===== src/rtl/fifo_uart_tx.sv =====
// Pops bytes from the byte FIFO and serialises them as UART frames: start, 8 data LSB-first, optional parity, stop.
// tx falls 2 cycles after the fifo_rd pulse; pops only from IDLE when tx_en is high and the FIFO is non-empty.
module fifo_uart_tx #(
  parameter int CLKS_PER_BIT = 16,
  parameter int PARITY       = 0,
  parameter int STOP_BITS    = 1
) (
  input  logic       clk,
  input  logic       reset,
  input  logic       tx_en,
  input  logic [7:0] fifo_data,
  input  logic       fifo_empty,
  output logic       fifo_rd,
  output logic       tx,
  output logic       busy,
  output logic       frame_done
);

  localparam int BW = (CLKS_PER_BIT > 1) ? $clog2(CLKS_PER_BIT) : 1;
  localparam logic [BW-1:0] BAUD_LAST = BW'(CLKS_PER_BIT - 1);
  localparam logic [2:0]    STOP_LAST = 3'(STOP_BITS - 1);
  localparam logic          ODD       = (PARITY == 2);

  typedef enum logic [2:0] {
    S_IDLE,
    S_FETCH,
    S_START,
    S_DATA,
    S_PARITY,
    S_STOP
  } state_t;

  state_t          state, state_d;
  logic [2:0]      bit_cnt, bit_cnt_d;
  logic [BW-1:0]   baud_cnt, baud_cnt_d;
  logic [7:0]      shift_q, shift_d;
  logic            par_q, par_d;
  logic            tx_q, tx_d;
  logic            bit_end;

  assign bit_end = (baud_cnt == BAUD_LAST);

  always_comb begin
    state_d    = state;
    bit_cnt_d  = bit_cnt;
    baud_cnt_d = baud_cnt;
    shift_d    = shift_q;
    par_d      = par_q;
    fifo_rd    = 1'b0;
    frame_done = 1'b0;

    // Baud counter only runs while a bit is on the line.
    if (state != S_IDLE && state != S_FETCH) begin
      baud_cnt_d = bit_end ? '0 : baud_cnt + BW'(1);
    end

    case (state)
      S_IDLE: begin
        baud_cnt_d = '0;
        bit_cnt_d  = '0;
        if (tx_en && !fifo_empty && !reset) begin
          fifo_rd = 1'b1;
          state_d = S_FETCH;
        end
      end
      S_FETCH: begin
        shift_d = fifo_data;
        par_d   = (^fifo_data) ^ ODD;
        state_d = S_START;
      end
      S_START: begin
        if (bit_end) state_d = S_DATA;
      end
      S_DATA: begin
        if (bit_end) begin
          shift_d = {1'b0, shift_q[7:1]};
          if (bit_cnt == 3'd7) begin
            bit_cnt_d = '0;
            state_d   = (PARITY != 0) ? S_PARITY : S_STOP;
          end else begin
            bit_cnt_d = bit_cnt + 3'd1;
          end
        end
      end
      S_PARITY: begin
        if (bit_end) state_d = S_STOP;
      end
      S_STOP: begin
        if (bit_end) begin
          if (bit_cnt == STOP_LAST) begin
            frame_done = 1'b1;
            bit_cnt_d  = '0;
            state_d    = S_IDLE;
          end else begin
            bit_cnt_d = bit_cnt + 3'd1;
          end
        end
      end
      default: state_d = S_IDLE;
    endcase

    // Line level is registered from the next state so tx never glitches.
    case (state_d)
      S_START:  tx_d = 1'b0;
      S_DATA:   tx_d = shift_d[0];
      S_PARITY: tx_d = par_d;
      default:  tx_d = 1'b1;
    endcase
  end

  always_ff @(posedge clk) begin
    if (reset) begin
      state    <= S_IDLE;
      bit_cnt  <= '0;
      baud_cnt <= '0;
      shift_q  <= '0;
      par_q    <= 1'b0;
      tx_q     <= 1'b1;
    end else begin
      state    <= state_d;
      bit_cnt  <= bit_cnt_d;
      baud_cnt <= baud_cnt_d;
      shift_q  <= shift_d;
      par_q    <= par_d;
      tx_q     <= tx_d;
    end
  end

  assign tx   = tx_q;
  assign busy = (state != S_IDLE) || fifo_rd;

endmodule

===== config.mk =====
export PLATFORM = sky130hd
export DESIGN_NAME = fifo_uart_tx
export DESIGN_NICKNAME = d
export VERILOG_FILES = /design/src/rtl/fifo_uart_tx.sv
export SDC_FILE = /design/constraint.sdc
export NUM_CORES = 1
export LEC_CHECK = 0
export ABC_CLOCK_PERIOD_IN_PS = 1600
export BUFFER_PORTS_ARGS = -buffer_cell sky130_fd_sc_hd__buf_4
export CORE_MARGIN = 8
export CORE_UTILIZATION = 50
export DETAILED_ROUTE_END_ITERATION = 8
export PLACE_DENSITY = 0.74
export SLEW_MARGIN = 25
export SYNTH_ARGS = -nofsm -noshare
export SYNTH_HDL_FRONTEND = slang
export SYNTH_SLANG_ARGS = --single-unit

===== constraint.sdc =====
create_clock -name clk -period 1.6 [get_ports clk]
set_clock_uncertainty 0.05 [all_clocks]
set_input_delay 0.08 -clock clk [delete_from_list [all_inputs] [get_ports clk]]
set_output_delay 0.08 -clock clk [all_outputs]
set_load 0.05 [all_outputs]

==> impl_metrics.yaml <==
run_status:
  status: "finished with violations"
  violations: "negative setup slack"
synthesis:
  ys.flop_type: "dfxtp_1"
  synth-edff-count: 0
  ys_ff_latch: 20
  yosysTopAreaCell: "dfxtp_1"
  syn_inst: 142
  syn-mean-instance-area_um2: 8.274
  ys_seq_area_frac: 0.3408
  syn-cell-area_mm2: 0.001175
  async_flop_share: 0
  synth_top_area_share: 0.3408
  synthDistinctLibCells: 37
  ys_top_cells_by_count: "dfxtp_1, nor2_1, inv_1"
  syn_nets: 158
  synthTopCellsByArea: "dfxtp_1, nor2_1, xnor2_1"
  synth_warnings: 0
critical_path:
  worstPathRequired_ns: 1.74
  critPathKind: "reg2reg"
  endpoint_kind: "flip-flop"
  regToRegEndpoint: "tx$_SDFF_PP1_"
  cp-endpoint: "tx$_SDFF_PP1_"
  cp_max_fo: 4
  critPathLaunchType: "flip-flop"
  reg2reg_depth: 6
  cp-startpoint: "baud_cnt[1]$_SDFFE_PP0N_"
  ff2ff_setup_slack_ns: -0.09
  r2r_start: "baud_cnt[1]$_SDFFE_PP0N_"
  worstPathArrival_ns: 1.83
pwr:
  p_leak_uw: 0.0006284
  intPower_uw: 689.6
  comb_power_share: 0.199
  pwr-share-clk: 0.257
  p_per_area_mw_per_mm2: 587.9
  swShare: 0.2732
  p_seq_frac: 0.545
  peakVddDrop_v: 0.0004497
  power.switching_uw: 259.3
routing:
  first_pass_iters: 4
  ant_nets: 0
  totalWireLength_mm: 3.005
  vias: 1129
  drt_iter0_markers: 65
  viasPerCell: 5.507
  drc_errors: 0
  wl_per_cell_um: 14.66
global_route:
  antenna_found_initial: 0
  grt_pass1_wl_mm: 5.071
  grtUsageTotal: 0.1494
  grt_max_degree: 20
  grt_pass1_vias: 1156
  grt-ovfl-total: 0
placement:
  dp.final_hpwl_mm: 2.115
  port_buffers: 15
  dpl_worst_slack_ns: -0.1157
  numPlacedInstances: 196
  placed_area_mm2: 0.001439
  gp_congestion: 0.8300
timing:
  finalSetupViolCount: 2
  timing.final.crit_period_ns: 1.690
  worstMarginPinSlew_ns: 0.2858
  slew_viol_final: 0
  setup_slack_ns: -0.09042
  rsz0062_at_grt: "true"
  finalCritPeriodShare: 1.057
  finalHoldViolations: 0
  max_freq_mhz: 591.6
  slew_headroom: 0.8068
finish:
  fin_cells: 205
  multiInputGateArea_um2: 769.5
  nFillCells: 178
  seq_area_um2: 410.4
  utilization: 0.7296
  n_antenna_cell: 0
  synthToLayoutAreaGrowth_pct: 37.38
  drive_gt1_frac: 0.3842
  fin_nets: 195
  fin_area_mm2: 0.001614
floorplan:
  initial_core_util: 0.5311
  die_w_um: 64.48
  die-area_mm2: 0.004157
  core_area_mm2: 0.002212
  rows: 17
  die_h_um: 64.48
  io_pins: 16
clock_tree:
  clock_latency_ns: 0.30
  cts-root-buf: "clkbuf_4"
  cts_buffer_depth: 2
  cts_tree: "built"
  cts.sinks: 20
  path_clk_slew_ns: 0.11
  htree_num_levels: 1
  cts_buffers: 3
hold_path:
  hold_class: "in2reg"
flow_run:
  cap_violations: 0
flip-flops by register name, summed over array words and instances, names as in the netlist:
register  cells
baud_cnt      4
shift_q       8
bit_cnt       3
state         3
tx            1
par_q         1
kinds of logic (layout without fill, tap and decap cells):
kind of cell | count (synthesis) | in the layout | share of synthesized area
DFF | 20 | 20 | 0.3408
and+or+nand+nor | 55 | 55 | 0.2609
xor gates and xnor gates | 9 | 9 | 0.06710
muxes | 2 | 2 | 0.01704
buffers and inverters | 20 | 55 | 0.08200
AOI/OAI and AO/OA | 32 | 32 | 0.1896
adders and majority gates | 4 | 4 | 0.04260
power by group through the flow:
stage	sequential (µW)	clock (µW)	combinational, µW
final	517	244	189
after global routing	519	272	204
after CTS	516	246	183
after detailed placement	529	0	172
after global placement	528	0	168
after floorplan	530	0	111
critical path: stages, from the launching register on:
cell,delay (ns)
dfxtp_2,0.35
ha_4,0.16
and3_4,0.18
buf_4,0.15
a31o_1,0.21
a2111oi_4,0.36
o22ai_1,0.11
area by class of cell:
class | instances | area share
flip-flops and latches | 20 | 0.2543
inverters | 10 | 0.02326
well taps | 28 | 0.02171
multi-input cells | 102 | 0.4767
repair buffers | 42 | 0.2101
clock buffers | 3 | 0.01395
how the worst min path moves through the flow:
stage,startpoint,endpoint,depth (start not counted)
3_3_place_gp,fifo_data[7],shift_q[7]$_SDFFE_PP0P_,3
2_1_floorplan,fifo_data[7],shift_q[7]$_SDFFE_PP0P_,2
5_1_grt,reset,bit_cnt[0]$_SDFFE_PP0P_,3
3_5_place_dp,fifo_data[7],shift_q[7]$_SDFFE_PP0P_,3
6_report,reset,bit_cnt[1]$_SDFFE_PP0P_,3
4_1_cts,reset,state[1]$_SDFF_PP0_,3
placed cells by master (no fill, tap or decap), types with 2 or more instances in the layout:
master,Yosys,layout
ha_4,0,2
dfxtp_2,0,5
nor2_4,0,2
and3_1,3,2
nand3_1,7,6
nand2_1,3,3
nor3_1,5,4
or3_4,1,2
buf_6,2,3
xnor2_1,8,8
dlygate4sd3_1,0,2
nand4_1,3,3
ha_2,0,2
clkbuf_4,0,3
nor2_1,20,18
nand2b_1,2,2
buf_4,0,36
inv_1,10,10
mux2i_1,2,2
a31oi_1,6,6
a21oi_1,9,9
dfxtp_1,20,14
a211oi_1,3,2
o22ai_1,8,8
per-stage QoR:
step	hold slack (ns)	total power, µW	setup TNS [ns]
floorplan	0.1689	640.3	0
global placement	0.2903	696.4	-0.04360
detailed placement	0.3085	701.4	-0.1157
CTS	0.001600	945.4	-0.1708
global route	0.1654	995.2	-0.3040
finish	0.1558	948.9	-0.1268
what timing repair did:
action	CTS	global route
hold buffers	1	1
pin swaps	2	0
setup buffers	4	0
hold endpoints to repair	1	1
resized for setup	16	11
setup endpoints to repair	4	10
per-layer routing:
metal,track usage,part of all wire,up-vias
met4,0.06267,0.013,0
met5,0,0,-
met1,0.1635,0.47,534
met3,0.03265,0.027,5
li1,-,-,571
met2,0.2708,0.49,19
Power figures use the tool's default switching activity.
